[src/rtl/usb_tx_pkg.sv]
// usb_tx_pkg: shared FSM states, protocol constants and line-state encodings for usb_tx_encoder
package usb_tx_pkg;
   typedef enum logic [2:0] {
      IDLE,
`ifdef USB_TX_SYNC_GEN_EN
      SYNC,
`endif
      SHIFT,
      STUFF,
      EOP1,
      EOP2,
      EOP_J
   } state_e;
   localparam logic [7:0] SYNC_BYTE   = 8'h80;
   localparam logic [2:0] STUFF_LIMIT = 3'd6;
   localparam logic [1:0] J   = 2'b10;
   localparam logic [1:0] K   = 2'b01;
   localparam logic [1:0] SE0 = 2'b00;
endpackage

[src/rtl/usb_tx_encoder_pts_sr.sv]
// flex_pts_sr: parallel-load, shift-on-enable shift register with serial output
//   clk, n_rst   : clock, synchronous active-low reset
//   shift_en     : shift one position toward the serial end
//   load_en      : parallel load from par_in (wins over shift_en)
//   par_in       : parallel load data
//   serial_out   : bit at the serial end (LSB when SHIFT_MSB=0)
module flex_pts_sr #(
   parameter int NUM_BITS  = 8,
   parameter bit SHIFT_MSB = 1'b0
) (
   input  logic                clk,
   input  logic                n_rst,
   input  logic                shift_en,
   input  logic                load_en,
   input  logic [NUM_BITS-1:0] par_in,
   output logic                serial_out
);
   logic [NUM_BITS-1:0] sr_q, sr_d;
   always_comb begin
      sr_d = load_en  ? par_in :
             shift_en ? (SHIFT_MSB ? {sr_q[NUM_BITS-2:0], 1'b0} : {1'b0, sr_q[NUM_BITS-1:1]}) :
             sr_q;
   end
   always_ff @(posedge clk) begin
      if (!n_rst) sr_q <= '0;
      else        sr_q <= sr_d;
   end
   assign serial_out = SHIFT_MSB ? sr_q[NUM_BITS-1] : sr_q[0];
endmodule

[src/rtl/usb_tx_encoder.sv]
// usb_tx_encoder: USB full-speed transmit path (byte serializer, bit stuffing, NRZI, EOP)
//   clk, n_rst          : clock, synchronous active-low reset
//   tx_data/valid/last  : byte input handshake; tx_ready = holding register free
//   d_plus, d_minus     : differential line (J=10, K=01, SE0=00)
//   tx_busy             : packet in progress through the end of the EOP J bit
//   tx_done             : pulse on the last cycle of the EOP J bit
//   tx_err              : pulse on underrun
// Optional build macro USB_TX_SYNC_GEN_EN: prepend the SYNC pattern automatically.
import usb_tx_pkg::*;
module usb_tx_encoder #(
   parameter int CLKS_PER_BIT = 8
) (
   input  logic       clk,
   input  logic       n_rst,
   input  logic [7:0] tx_data,
   input  logic       tx_valid,
   input  logic       tx_last,
   output logic       tx_ready,
   output logic       d_plus,
   output logic       d_minus,
   output logic       tx_busy,
   output logic       tx_done,
   output logic       tx_err
);
   state_e     state_q, state_d;
   logic [7:0] cnt_q, cnt_d, hold_q, hold_d, sr_in;
   logic [2:0] idx_q, idx_d, stuff_q, stuff_d;
   logic       hold_full_q, hold_full_d, hold_last_q, hold_last_d;
   logic       cur_last_q, cur_last_d, last_acc_q, last_acc_d;
   logic       level_q, level_d, err_q, err_d;
   logic       xfer, wrap, sr_load, sr_shift, sr_out, emit, bit_v;
   // The shifter holds only the bits not yet on the line: bit 0 of a byte is
   // emitted in the same edge the byte is loaded, so the load is pre-shifted.
   flex_pts_sr #(.NUM_BITS(8), .SHIFT_MSB(1'b0)) u_sr (
      .clk(clk), .n_rst(n_rst), .shift_en(sr_shift), .load_en(sr_load),
      .par_in(sr_in), .serial_out(sr_out)
   );
   assign wrap     = cnt_q == 8'(CLKS_PER_BIT - 1);
   assign xfer     = tx_valid && tx_ready;
   assign tx_ready = !hold_full_q && !last_acc_q && !(state_q inside {EOP1, EOP2, EOP_J});
   assign tx_busy  = state_q != IDLE;
   assign tx_done  = state_q == EOP_J && wrap;
   assign tx_err   = err_q;
   assign {d_plus, d_minus} = (state_q == EOP1 || state_q == EOP2) ? SE0 : level_q ? J : K;
   always_comb begin
      state_d     = state_q;
      cnt_d       = (state_q == IDLE || wrap) ? 8'd0 : cnt_q + 8'd1;
      hold_d      = hold_q;
      hold_full_d = hold_full_q;
      hold_last_d = hold_last_q;
      cur_last_d  = cur_last_q;
      last_acc_d  = last_acc_q || (xfer && tx_last);
      idx_d       = idx_q;
      stuff_d     = stuff_q;
      level_d     = level_q;
      err_d       = 1'b0;
      sr_load     = 1'b0;
      sr_shift    = 1'b0;
      sr_in       = '0;
      emit        = 1'b0;
      bit_v       = 1'b0;
      if (xfer && state_q != IDLE) begin
         hold_d      = tx_data;
         hold_full_d = 1'b1;
         hold_last_d = tx_last;
      end
      case (state_q)
         IDLE: if (xfer) begin
`ifdef USB_TX_SYNC_GEN_EN
            state_d     = SYNC;
            sr_in       = {1'b0, SYNC_BYTE[7:1]};
            bit_v       = SYNC_BYTE[0];
            hold_d      = tx_data;
            hold_full_d = 1'b1;
            hold_last_d = tx_last;
            cur_last_d  = 1'b0;
`else
            state_d     = SHIFT;
            sr_in       = {1'b0, tx_data[7:1]};
            bit_v       = tx_data[0];
            cur_last_d  = tx_last;
`endif
            sr_load     = 1'b1;
            emit        = 1'b1;
            idx_d       = '0;
         end
         EOP1: if (wrap) state_d = EOP2;
         EOP2: if (wrap) begin
            state_d = EOP_J;
            level_d = 1'b1;
         end
         EOP_J: if (wrap) begin
            state_d    = IDLE;
            last_acc_d = 1'b0;
         end
         default: if (wrap) begin
            // Stuffing has priority over the end-of-byte decision, so a run
            // completed by bit 7 defers the reload (or EOP) by one bit time.
            if (stuff_q == STUFF_LIMIT) begin
               state_d = STUFF;
               emit    = 1'b1;
            end else if (idx_q != 3'd7) begin
               state_d  = SHIFT;
               sr_shift = 1'b1;
               emit     = 1'b1;
               bit_v    = sr_out;
               idx_d    = idx_q + 3'd1;
            end else if (hold_full_q) begin
               state_d     = SHIFT;
               sr_load     = 1'b1;
               sr_in       = {1'b0, hold_q[7:1]};
               bit_v       = hold_q[0];
               emit        = 1'b1;
               idx_d       = '0;
               hold_full_d = xfer;
               cur_last_d  = hold_last_q;
            end else begin
               state_d    = EOP1;
               err_d      = !cur_last_q;
               cur_last_d = 1'b0;
               stuff_d    = '0;
            end
         end
      endcase
      if (emit) begin
         level_d = bit_v ? level_q : !level_q;
         stuff_d = bit_v ? (state_q == IDLE ? 3'd0 : stuff_q) + 3'd1 : 3'd0;
      end
   end
   always_ff @(posedge clk) begin
      if (!n_rst) begin
         state_q     <= IDLE;
         cnt_q       <= '0;
         hold_q      <= '0;
         hold_full_q <= 1'b0;
         hold_last_q <= 1'b0;
         cur_last_q  <= 1'b0;
         last_acc_q  <= 1'b0;
         idx_q       <= '0;
         stuff_q     <= '0;
         level_q     <= 1'b1;
         err_q       <= 1'b0;
      end else begin
         state_q     <= state_d;
         cnt_q       <= cnt_d;
         hold_q      <= hold_d;
         hold_full_q <= hold_full_d;
         hold_last_q <= hold_last_d;
         cur_last_q  <= cur_last_d;
         last_acc_q  <= last_acc_d;
         idx_q       <= idx_d;
         stuff_q     <= stuff_d;
         level_q     <= level_d;
         err_q       <= err_d;
      end
   end
endmodule

[config.mk]
export PLATFORM = sky130hd
export DESIGN_NAME = usb_tx_encoder
export DESIGN_NICKNAME = d
export VERILOG_FILES = /design/src/rtl/usb_tx_pkg.sv /design/src/rtl/usb_tx_encoder_pts_sr.sv /design/src/rtl/usb_tx_encoder.sv
export SDC_FILE = /design/constraint.sdc
export NUM_CORES = 1
export LEC_CHECK = 0
export CAP_MARGIN = 20
export CELL_PAD_IN_SITES_DETAIL_PLACEMENT = 0
export CELL_PAD_IN_SITES_GLOBAL_PLACEMENT = 1
export CORE_ASPECT_RATIO = 0.75
export CORE_MARGIN = 4
export CORE_UTILIZATION = 35
export CTS_CLUSTER_SIZE = 8
export DETAILED_ROUTE_END_ITERATION = 10
export DONT_BUFFER_PORTS = 1
export PLACE_DENSITY = 0.62
export RECOVER_POWER = 25
export SLEW_MARGIN = 20
export SYNTH_ARGS = -nofsm -noshare
export SYNTH_HDL_FRONTEND = slang
export SYNTH_SLANG_ARGS = --single-unit
[constraint.sdc]
create_clock -name clk -period 2.2 [get_ports clk]
set_input_delay 0.44 -clock clk [delete_from_list [all_inputs] [get_ports clk]]
set_output_delay 0.44 -clock clk [all_outputs]
set_load 0.005 [all_outputs]
======== Word level (Yosys, flattened, before mapping) ========
Index checks and enable logic that the tools add are counted.
word-level totals
  output and inout bits ................... 6
  register bits after elaboration ......... 39
  input bits .............................. 12
cells by class
  add/subtract/negate cells ............... 3
  multiplexer cells ....................... 71
  bitwise operators ....................... 3
  reduce and logical (&&, ||, !) cells .... 31
  eq/ne operators ......................... 17
operators with widths
  cell                                                                     number
  3-bit 2-to-1 mux                                                         18
  7-bit 2-to-1 mux                                                         5
  1-bit 2-to-1 mux                                                         34
  5-bit AND reduction                                                      4
  8-bit 2-to-1 mux                                                         2
  2-bit inequality test, second input constant                             7
  7-bit one-hot mux with 2 select lines                                    1
  3-bit one-hot mux with 4 select lines                                    1
  2-bit 2-to-1 mux                                                         5
  3-bit == test, second input constant                                     3
  3-bit nonzero test                                                       3
  9-bit OR reduction                                                       1
  8-bit by 1-bit adder with 8-bit output, second input constant            1
  8-bit by 3-bit == test with 1-bit output, second input constant          1
  2-bit by 1-bit inequality test with 1-bit output, second input constant  4
  1-bit one-hot mux with 2 select lines                                    4
  2-bit nonzero test                                                       4
  3-bit by 1-bit adder with 3-bit output, second input constant            2
  1-bit logical AND                                                        6
  3-bit one-hot mux with 2 select lines                                    1
  1-bit zero test                                                          5
  4-bit OR reduction                                                       1
  3-bit by 2-bit == test with 1-bit output, second input constant          1
  3-bit zero test                                                          1
  other kinds (6)                                                          10

======== Depth between registers and ports, before layout ========
Gate-level depths: netlist of the first run.
  word-level depth ........................ 12
  depth in mapped cells ................... 8
  mapped depth without buffers ............ 7

======== Modules after synthesis ========
A second synthesis of the first run with hierarchy kept.
unflattened totals
  cell total of the unflattened synthesis .. 227
  area, all modules ....................... 2028.2 µm²
modules (own cells, without submodules)
  module          area an instance (µm²)  sequential area each (µm²)  times used  cells an instance
  usb_tx_encoder  1609.0                  620.6                       1           192
  flex_pts_sr     419.2                   160.2                       1           35

======== Worst setup path before layout of the first run ========
OpenSTA, ideal clock, no wires.
  path type ............................... flip-flop to flip-flop
  from .................................... register idx_q[0]
  to ...................................... register u_sr.sr_q[0]
  path slack .............................. 249 ps
  period minus slack after synthesis ...... 1951 ps
  setup time .............................. 119 ps
  data arrival time ....................... 1832 ps
  buffers on the path ..................... 1
  cell stages (with the launch flop) ...... 8
  cell sequence ........................... dfxtp_1 > ha_1 > ha_1 > clkbuf_1 > nand3_1 > nor3_4 > mux2_4 > o221a_1
on the way
  word-level cells in the longest chain between the ends .. 6
  elaborated cells between the ends (all ways) .. 15
  classes of those cells .................. eq/ne: 1; mux: 13; reduce/logical: 1
ends and longest elaborated chain
  what                                                           line                         source
  from (decl)                                                    usb_tx_encoder.sv:27         logic [2:0] idx_q, idx_d, stuff_q, stuff_d;
  from (signal assigned)                                         usb_tx_encoder.sv:151        idx_q <= idx_d;
  3-bit inequality test *                                        usb_tx_encoder.sv:102        end else if (idx_q != 3'd7) begin
  7-bit 2-to-1 mux / 1-bit 2-to-1 mux (equally long branches)    usb_tx_encoder.sv:102
  7-bit 2-to-1 mux / 1-bit 2-to-1 mux (equally long branches)    usb_tx_encoder.sv:99         if (stuff_q == STUFF_LIMIT) begin
  7-bit 2-to-1 mux / 1-bit 2-to-1 mux (equally long branches)    usb_tx_encoder.sv:96         default: if (wrap) begin
  7-bit one-hot mux with 2 select lines (tied with other cells)  usb_tx_encoder.sv:67         case (state_q)
  8-bit 2-to-1 mux / 2-bit nonzero test (equally long branches)  --
  to (signal assigned)                                           usb_tx_encoder_pts_sr.sv:26  else sr_q <= sr_d;
  to (decl)                                                      usb_tx_encoder_pts_sr.sv:18  logic [NUM_BITS-1:0] sr_q, sr_d;
Every way passes the cells marked *; elsewhere a longest branch is shown, timed or not.
A chain may end at the register's enable or synchronous reset.

======== Worst setup path in the final report of the first run ========
  from .................................... register state_q[2]
  to ...................................... output tx_ready
on the way
  word-level cells in the longest chain between the ends .. 4
  elaborated cells between the ends (all ways) .. 6
  classes of those cells .................. eq/ne: 3; reduce/logical: 3
ends and longest elaborated chain
  what                                                                              line                   source
  from (decl)                                                                       usb_tx_encoder.sv:25   state_e state_q, state_d;
  from (signal assigned)                                                            usb_tx_encoder.sv:144  state_q <= state_d;
  3-bit by 2-bit == test with 1-bit output / 3-bit == test (equally long branches)  usb_tx_encoder.sv:40   assign tx_ready = !hold_full_q && !last_acc_q && !(state_q inside {EOP1, EOP2, EOP_J});
  3-bit nonzero test *                                                              usb_tx_encoder.sv:40
  1-bit zero test *                                                                 usb_tx_encoder.sv:40
  1-bit logical AND *                                                               usb_tx_encoder.sv:40
  to (decl)                                                                         usb_tx_encoder.sv:18   output logic tx_ready,
Marked as above.

==> results.md, run 1 <==
- Clock Power Share: 0.332
- Comb pwr share: 0.175
- Storage element area: 760.7 um2
- Final period util: 0.9452
- Psw: 0.0004428 W
- Clock transition at the registers of the reported paths: 0.08 ns
- Async SR Flop Fraction: 0
- Final TNS setup: 0 ns
- Power density over cell area: 711.3 nW/um2
- Largest net degree at the start of global routing: 29
- Via count: 1593
- Final Max Slew Viols: 0
- Sw Share: 0.2905
- Vias in the first global route: 1614
- Gpl congestion: 0.7554
- Synth Flop Type: dfxtp_1
- CP arrival: 1.64 ns
- Sequential group share of total power: 0.493
- CP Launch Type: flop
- # clock sinks: 38
- Top cells by count, synth: dfxtp_1 (38), nand2_1 (27), a21oi_1 (24)
- Worst-margin pin slew: 0.5191 ns
- Pleak: 0.7679 nW
- Residual DRC: 0
- CTS Buf Count: 5
- Syn-to-layout area delta: 11.31%
- R2R setup slack: 0.19 ns
- Dpl hpwl: 3439 um
- RSZ-0062 raised after global routing: no
- Row cnt: 23
- Post-synth EDFFs: 0
- Initial DRC count: 69
- Internal cell power: 0.001082 W
- Vert. Die Dim: 72.24 um
- Core Footprint: 5324 um2
- Mapped Avg Cell Area: 8.596 um2
- Hold Startpoint: n_rst
- Largest fanout on the critical path: 9
- I/O Pins: 18
- WS Path Type: reg -> out
- Post-DRT Antenna Nets: 0
- Dominant cells by area after synthesis: dfxtp_1 (40%), a21oi_1 (6.2%), nand3_1 (5.7%)
- Maximum clock insertion buffer count: 2
- Share of layout cells above drive strength 1: 0.1404
- CTS H-tree lvls: 2
- Final Setup Violations: 0
- Via density per instance: 5.139
- Top-count cell post-synth: dfxtp_1
- Die Span X: 93.65 um
- Top cell type's share of synthesized area: 0.3951
- Global-route wire length before repair: 8031 um
- DIE AREA: 6765 um2
- Root buf cell: clkbuf_8
- Count of cell types in the netlist: 49
- Max-Cap Viols: 0
- Synth area leader: dfxtp_1
- Tot GR Track Use: 0.1509
- YS warnings: 0
- Register-to-Register Path Depth: 6
- Worst-case vdd ir drop: 0.3047 mV
- CTS tree: built
- Final total power: 0.001525 W
- Skew-Pair Late Insertion Delay: 0.29 ns
- Flops & latches, synth: 38
- Routed wire per std cell: 15.14 um
- Worst Path Required: 1.76 ns
- R2r endpoint: u_sr.sr_q[4]
- Mapped Cells: 224
- Mapped Area: 1926 um2
- Hold Path Stages: 1
- Layout fillers: 551
- Max frequency: 480.9 MHz
- Wirelength, routed: 4692 um
- Starting Density: 0.3617
- Final-report hold violation count: 0
- Port Buffers: 0
- R2R Path Start: cnt_q[0]
- Max_slew headroom: 0.6510
- Status: complete, no violations
- Net count, final: 250
- Global route total overflow: 0
- Multi-input gate area: 1092 um2
- Sink of the worst hold path: u_sr.sr_q[4]
- Diode count: 0
- Initial DRT Pass Iterations: 4
- Final Skew: 0.004661 ns
- Worst setup EP type: primary output
- Fin crit period: 2.079 ns
- Post-synthesis sequential area ratio: 0.3951
- HP Class: in -> reg
- Syn nets: 240
- Antenna violations before repair: 0
-- repair_timing --
| action | 4_1_cts | 5_1_grt |
|---|---|---|
| gates resized for setup | 1 | 2 |
| hold buffers | 0 | 0 |
| endpoints found under the setup margin | 1 | 2 |
| setup buffers | 0 | 0 |
-- how the worst max path moves through the flow --
| stage | startpoint | endpoint | slack (ns) | cells after the start |
|---|---|---|---|---|
| 6_report | state_q[2] | tx_ready | 0.12 | 3 |
| 5_1_grt | cnt_q[0] | stuff_q[2] | 0.01 | 6 |
| 4_1_cts | cnt_q[0] | tx_done | 0.07 | 4 |
| 3_5_place_dp | cnt_q[0] | u_sr.sr_q[0] | 0.21 | 6 |
| 3_3_place_gp | idx_q[0] | u_sr.sr_q[4] | 0.23 | 6 |
| 2_1_floorplan | idx_q[0] | u_sr.sr_q[0] | 0.25 | 7 |
-- registers in the layout, indices dropped and copies added, names as in the netlist --
register	flops
hold_full_q	1
cnt_q	8
level_q	1
cur_last_q	1
last_acc_q	1
u_sr.sr_q	7
tx_err	1
stuff_q	3
idx_q	3
state_q	3
hold_last_q	1
hold_q	8
-- final cells by class --
| class | count | area share |
|---|---|---|
| Sequential cell | 38 | 0.3549 |
| Inverter | 6 | 0.01051 |
| Tap cell | 75 | 0.04378 |
| Clock buffer | 7 | 0.04028 |
| Timing Repair Buffer | 12 | 0.03853 |
| Multi-Input combinational cell | 171 | 0.5096 |
| Clock inverter | 1 | 0.002335 |
-- layer usage --
metal  vias to the layer above  track usage  share of wire
li1                        827            -              -
met1                       735       0.2286           0.54
met2                        29       0.2084           0.40
met3                         2      0.04352          0.053
met4                         0      0.03846         0.0051
met5                         -            0              0
-- layout by cell type, fill, tap and decap left out, types with 4 or more instances in the layout --
cell type / instances
dfxtp_1: 38
nand2_1: 27
a21oi_1: 24
nand3_1: 22
nor2_1: 18
buf_4: 10
a22oi_1: 6
clkbuf_8: 6
o21ai_0: 5
a31oi_1: 5
and2_1: 4
nor3_1: 4
and3_1: 4
inv_1: 4
xor2_1: 4
-- cell families after synthesis --
family | after synthesis | share of synthesized area
and+or+nand+nor | 101 | 0.2827
xor gates and xnor gates | 9 | 0.05459
buffers and inverters | 15 | 0.04028
AOI/OAI and AO/OA | 55 | 0.1878
muxes | 2 | 0.01364
DFF | 38 | 0.3951
adders and majority gates | 4 | 0.02599
-- through the flow --
| stage | hold WS [ns] | area (um2) | std cells | worst slack, ns | util |
|---|---|---|---|---|---|
| floorplan | 0.3911 | 1926 | 224 | 0.2488 | - |
| global placement | 0.4244 | 2054 | 302 | 0.2256 | 0.3859 |
| detailed placement | 0.4146 | 2054 | 302 | 0.2086 | 0.3859 |
| CTS | 0.2737 | 2147 | 310 | 0.06997 | 0.4033 |
| global route | 0.2831 | 2143 | 310 | 0.01497 | 0.4026 |
| finish | 0.2844 | 2143 | 310 | 0.1207 | 0.4026 |
-- power groups by stage --
| stage | registers (W) | clock network [W] | logic, W |
|---|---|---|---|
| 6_report | 0.000752 | 0.000506 | 0.000267 |
| 5_1_grt | 0.000758 | 0.000540 | 0.000300 |
| 4_1_cts | 0.000752 | 0.000516 | 0.000272 |
| 3_5_place_dp | 0.000768 | 0 | 0.000271 |
| 3_3_place_gp | 0.000769 | 0 | 0.000272 |
| 2_1_floorplan | 0.000765 | 0 | 0.000189 |
-- worst max-delay path: stages (launching register included) --
cell     delay (ns)
dfxtp_1        0.53
and3b_1        0.28
or3_1          0.39
nor2_1         0.15
Power figures use the tool's default switching activity.
==> inputs of run 2 (changes only) <==
--- a/config.mk
+++ b/config.mk
@@ -14,7 +14,7 @@
 export CTS_CLUSTER_SIZE = 8
 export DETAILED_ROUTE_END_ITERATION = 10
 export DONT_BUFFER_PORTS = 1
-export PLACE_DENSITY = 0.62
+export PLACE_DENSITY = 0.65
 export RECOVER_POWER = 25
 export SLEW_MARGIN = 20
 export SYNTH_ARGS = -nofsm -noshare
==> results.md, run 2 (same netlist as run 1, synthesis figures left out) <==
- Worst-margin pin slew: 0.5252 ns (+0.006091 ns)
- Dpl hpwl: 3485 um (+1.3%)
- Final TNS setup: 0 ns (unchanged)
- # clock sinks: 38 (unchanged)
- Gpl congestion: 0.7897 (+4.5%)
- Residual DRC: 0 (unchanged)
- Die Span X: 93.65 um (unchanged)
- Fin crit period: 2.086 ns (+0.006268 ns)
- Max_slew headroom: 0.6494 (-0.001690)
- Clock Power Share: 0.332 (about the same)
- CP arrival: 2.27 ns (+0.63 ns)
- Final Setup Violations: 0 (unchanged)
- Sw Share: 0.2874 (-0.003019)
- RSZ-0062 raised after global routing: no
- Post-DRT Antenna Nets: 0 (unchanged)
- Sequential group share of total power: 0.499 (+0.006)
- R2R setup slack: 0.11 ns (-0.08 ns)
- CTS tree: built
- Starting Density: 0.3617 (unchanged)
- Highest Signal Layer: met4
- Commonest non-fill, non-tap cell in the layout: dfxtp_1
- Clock transition at the registers of the reported paths: 0.07 ns (about the same)
- Skew-Pair Late Insertion Delay: 0.29 ns (about the same)
- Tot GR Track Use: 0.1512 (+0.0002869)
- Max frequency: 479.5 MHz (-0.30%)
- Setup bufs post-CTS: 0 (unchanged)
- Largest fanout on the critical path: 8 (-1)
- Routed wire per std cell: 15.32 um (+1.2%)
- Pre-CTS setup slack: 0.1542 ns (-0.05438 ns)
- Initial DRC count: 100 (+45%)
- CTS Buf Count: 5 (unchanged)
- Worst setup EP type: flop
- Global route total overflow: 0 (unchanged)
- Pleak: 0.7758 nW (+1.0%)
- Net count, final: 250 (unchanged)
- Largest net degree at the start of global routing: 29 (unchanged)
- Initial DRT Pass Iterations: 4 (unchanged)
- Met3 routed WL: 188 um (-24%)
- Max-Cap Viols: 0 (unchanged)
- Maximum clock insertion buffer count: 2 (unchanged)
- Layout fillers: 547 (-0.73%)
- Antenna violations before repair: 0 (unchanged)
- Vias in the first global route: 1522 (-5.7%)
- WS Path Type: reg -> reg
- Final Max Slew Viols: 0 (unchanged)
- I/O Pins: 18 (unchanged)
- Syn-to-layout area delta: 11.05%
- Routed length on met1: 2565 um (+0.79%)
- Worst Path Required: 2.38 ns (+0.62 ns)
- Row cnt: 23 (unchanged)
- Met2 wire len: 1955 um (+4.4%)
- Internal cell power: 0.001077 W (-0.42%)
- Power density over cell area: 707.0 nW/um2 (-0.61%)
- Core Footprint: 5324 um2 (unchanged)
- Worst-case vdd ir drop: 0.2715 mV (-11%)
- Top Registers: cnt_q (8), hold_q (8), u_sr.sr_q (7)
- Root buf cell: clkbuf_8
- Status: complete, no violations
- Hold buffer count at cts: 0 (unchanged)
- Port Buffers: 0 (unchanged)
- CTS H-tree lvls: 2 (unchanged)
- Setup ws final: 0.1144 ns (-0.006268 ns)
- Share of layout cells above drive strength 1: 0.1404 (unchanged)
- Comb pwr share: 0.169 (-0.006)
- Wirelength, routed: 4750 um (+1.2%)
- Via count: 1623 (+1.9%)
- Psw: 0.0004345 W (-1.9%)
- Diode count: 0 (unchanged)
- Final period util: 0.9480 (+0.002849)
- Most frequent cells in the layout: dfxtp_1 (37), nand2_1 (27), a21oi_1 (24)
- Final-report hold violation count: 0 (unchanged)
- Vert. Die Dim: 72.24 um (unchanged)
- CP Launch Type: flop
- Global-route wire length before repair: 7941 um (-1.1%)
- HP Class: in -> reg
- Final Skew: 0.003349 ns (-0.001312 ns)
- Via density per instance: 5.235 (+1.9%)
- DIE AREA: 6765 um2 (unchanged)
run 2: critical path: stages, from the launching register on:
cell,delay [ns]
dfxtp_1,0.35
ha_1,0.22
and4bb_2,0.28
nand2_2,0.16
nor3_4,0.39
mux2_4,0.33
o221a_1,0.24
run 2: timing repair:
item / in CTS / in global routing
pin swaps: 0 / 0
setup endpoints to repair: 1 / 2
cloned: 0 / 0
gates resized for setup: 1 / 2
run 2: metrics by stage:
stage	cells	area [um2]	utilization	hold WS, ns	power, W
finish	310	2138	0.4016	0.2917	0.001512
floorplan	224	1926	-	0.3911	0.0009540
CTS	310	2147	0.4033	0.2805	0.001533
global route	310	2138	0.4016	0.2782	0.001596
global placement	302	2054	0.3859	0.4265	0.001032
detailed placement	302	2054	0.3859	0.4170	0.001032
run 2: final cells by class:
cell class	count	area (um2)	share of cell area
tap	75	93.84	0.04389
multi-input combinational	171	1082	0.5061
clock buffer	7	86.33	0.04037
timing repair buffer	12	86.33	0.04037
clock inverter	1	5.005	0.002341
inverter	6	22.52	0.01053
sequential	38	762.0	0.3563
run 2: path summary, 6_finish.rpt:
path                                 start      endpoint  cells after the start
worst max-delay path              cnt_q[0]  u_sr.sr_q[0]                      6
worst min-delay path            tx_data[1]     hold_q[1]                      2
worst max register to register    cnt_q[0]  u_sr.sr_q[0]                      6
worst min register to register  cur_last_q        tx_err                      1
run 2: per-layer routing:
metal  up-vias  GRT usage
met1       773     0.2373
met4         0    0.03846
met5         -          0
li1        818          -
met2        28     0.2029
met3         4    0.03834
run 2: power groups by stage:
| stage | clock network (W) | registers [W] | logic, W |
|---|---|---|---|
| floorplan | 0 | 0.000765 | 0.000189 |
| global placement | 0 | 0.000771 | 0.000261 |
| detailed placement | 0 | 0.000772 | 0.000260 |
| CTS | 0.000516 | 0.000756 | 0.000261 |
| global route | 0.000549 | 0.000761 | 0.000287 |
| finish | 0.000502 | 0.000755 | 0.000255 |
==> inputs of run 3 (changes only) <==
--- a/config.mk
+++ b/config.mk
@@ -6,7 +6,7 @@
 export NUM_CORES = 1
 export LEC_CHECK = 0
 export CAP_MARGIN = 20
-export CELL_PAD_IN_SITES_DETAIL_PLACEMENT = 0
+export CELL_PAD_IN_SITES_DETAIL_PLACEMENT = 1
 export CELL_PAD_IN_SITES_GLOBAL_PLACEMENT = 1
 export CORE_ASPECT_RATIO = 0.75
 export CORE_MARGIN = 4
==> results.md, run 3 (same netlist as run 1, synthesis figures left out) <==
- Via count: 1678 (+3.4%)
- Syn-to-layout area delta: 12.54%
- Gpl congestion: 0.7897 (unchanged)
- Commonest non-fill, non-tap cell in the layout: dfxtp_1
- Initial DRC count: 102 (+2.0%)
- Power density over cell area: 690.9 nW/um2 (-2.3%)
- Worst setup EP type: primary output
- CP Launch Type: flop
- Tot GR Track Use: 0.1626 (+0.01143)
- Via density per instance: 5.361 (+2.4%)
- Wirelength, routed: 5202 um (+9.5%)
- Largest fanout on the critical path: 7 (-1)
- Vert. Die Dim: 72.24 um (unchanged)
- Skew-Pair Late Insertion Delay: 0.29 ns (about the same)
- Final-report hold violation count: 0 (unchanged)
- RSZ-0062 raised after global routing: no
- Worst-case vdd ir drop: 0.3456 mV (+27%)
- Clock transition at the registers of the reported paths: 0.08 ns (about the same)
- CP arrival: 1.62 ns (-0.65 ns)
- Core Footprint: 5324 um2 (unchanged)
- Layout fillers: 637 (+16%)
- Dpl hpwl: 3822 um (+9.7%)
- I/O Pins: 18 (unchanged)
- CP max-delay cell: dfxtp_1
- Antenna violations before repair: 0 (unchanged)
- Port Buffers: 0 (unchanged)
- Post-DRT Antenna Nets: 0 (unchanged)
- Residual DRC: 0 (unchanged)
- Die Span X: 93.65 um (unchanged)
- Vias in the first global route: 1620 (+6.4%)
- Buf+Inv Stages, Crit Path: 0 (unchanged)
- Final TNS setup: 0 ns (unchanged)
- DIE AREA: 6765 um2 (unchanged)
- CTS H-tree lvls: 2 (unchanged)
- HP Class: in -> reg
- Share of layout cells above drive strength 1: 0.1513 (+0.01083)
- CTS tree: built
- Most frequent cells in the layout: dfxtp_1 (38), nand2_1 (27), a21oi_1 (24)
- Final core utilization: 0.4071 (+0.005406)
- Row cnt: 23 (unchanged)
- Hold buffer count at cts: 0 (unchanged)
- Global-route wire length before repair: 8562 um (+7.8%)
- CP peak stage delay: 0.35 ns (-0.04 ns)
- WS Path Type: reg -> out
- # clock sinks: 38 (unchanged)
- Status: complete, no violations
- Final total power: 0.001497 W (-0.96%)
- Max_slew headroom: 0.6429 (-0.006439)
- Net count, final: 254 (+1.6%)
- Final Max Slew Viols: 0 (unchanged)
- Largest net degree at the start of global routing: 29 (unchanged)
- Global route total overflow: 0 (unchanged)
- CTS Buf Count: 5 (unchanged)
- Worst-margin pin slew: 0.5348 ns (+0.009644 ns)
- Worst Path Required: 1.76 ns (-0.62 ns)
- Final Skew: 0.009766 ns (+0.006417 ns)
- Diode count: 0 (unchanged)
- Fin crit period: 2.064 ns (-0.02172 ns)
- Routed wire per std cell: 16.62 um (+8.5%)
- Final Setup Violations: 0 (unchanged)
- Top cell family by delay on the critical path: simple AND/OR/NAND/NOR gates
- Pleak: 0.7962 nW (+2.6%)
- Final period util: 0.9381 (-0.009874)
- Top Registers: cnt_q (8), hold_q (8), u_sr.sr_q (7)
- Root buf cell: clkbuf_8
- Max frequency: 484.5 MHz (+1.1%)
- Maximum clock insertion buffer count: 2 (unchanged)
- Critical path, cell by cell: ha_1, and4bb_2, and2_4, and3_1
- Max-Cap Viols: 0 (unchanged)
- Starting Density: 0.3617 (unchanged)
- Initial DRT Pass Iterations: 5 (+1)
-- run 3: cell types whose count changed in the layout (fill, tap and decap cells not counted) --
cell	before	now
dfxtp_2	1	0
clkbuf_8	6	5
buf_12	0	1
clkinv_2	1	2
buf_4	11	14
clkbuf_1	2	1
dfxtp_1	37	38
-- run 3: layout make-up --
cell class,instances,area (um2),share of cell area
inverters,6,22.52,0.01039
multi-input cells,171,1082,0.4994
flip-flops and latches,38,760.7,0.3510
clock inverters,2,10.01,0.004619
repair buffers,16,128.9,0.05947
clock buffers,5,68.82,0.03176
well taps,75,93.84,0.04330
-- run 3: per-stage QoR --
stage | instance area, um2 | hold WS [ns] | cells | setup WS (ns)
final | 2167 | 0.2842 | 313 | 0.1361
after global routing | 2167 | 0.2629 | 313 | 0.01395
after CTS | 2135 | 0.2789 | 309 | 0.07145
after detailed placement | 2054 | 0.4211 | 302 | 0.1198
after global placement | 2054 | 0.4265 | 302 | 0.1988
after floorplan | 1926 | 0.3911 | 224 | 0.2488
-- run 3: power breakdown --
part           switching, W  total, W  internal, W  leakage (nW)
Combinational      0.000169  0.000283     0.000114         0.443
Sequential        0.0000287  0.000755     0.000726         0.309
Clock              0.000246  0.000459     0.000213        0.0438
Total              0.000444   0.00150      0.00105         0.796
-- run 3: what timing repair did --
action                     4_1_cts  5_1_grt
buffers inserted                 0        4
gates resized for setup          1        1
pin swaps                        0        2
cloned                           0        0
setup endpoints to repair        1        4
-- run 3: final timing paths --
path,startpoint,end,slack (ns),depth (start not counted)
worst min register to register,cur_last_q,tx_err,0.44,1
worst max-delay path,cnt_q[0],tx_done,0.14,4
worst min-delay path,n_rst,u_sr.sr_q[4],0.28,1
worst max register to register,idx_q[0],u_sr.sr_q[0],0.18,6
-- run 3: routing by layer --
layer	global-route usage	share of wire	up-vias
met5	0	0	-
met4	0.03205	0.0054	0
met3	0.04249	0.044	4
met2	0.2290	0.44	29
met1	0.2490	0.51	815
li1	-	-	830
-- run 3: worst reg2reg max path: stages (launching register included) --
cell     delay [ns]
dfxtp_1        0.36
ha_1           0.16
ha_1           0.31
nand3_1        0.21
nor3_4         0.32
mux2_4         0.33
o221a_1        0.24
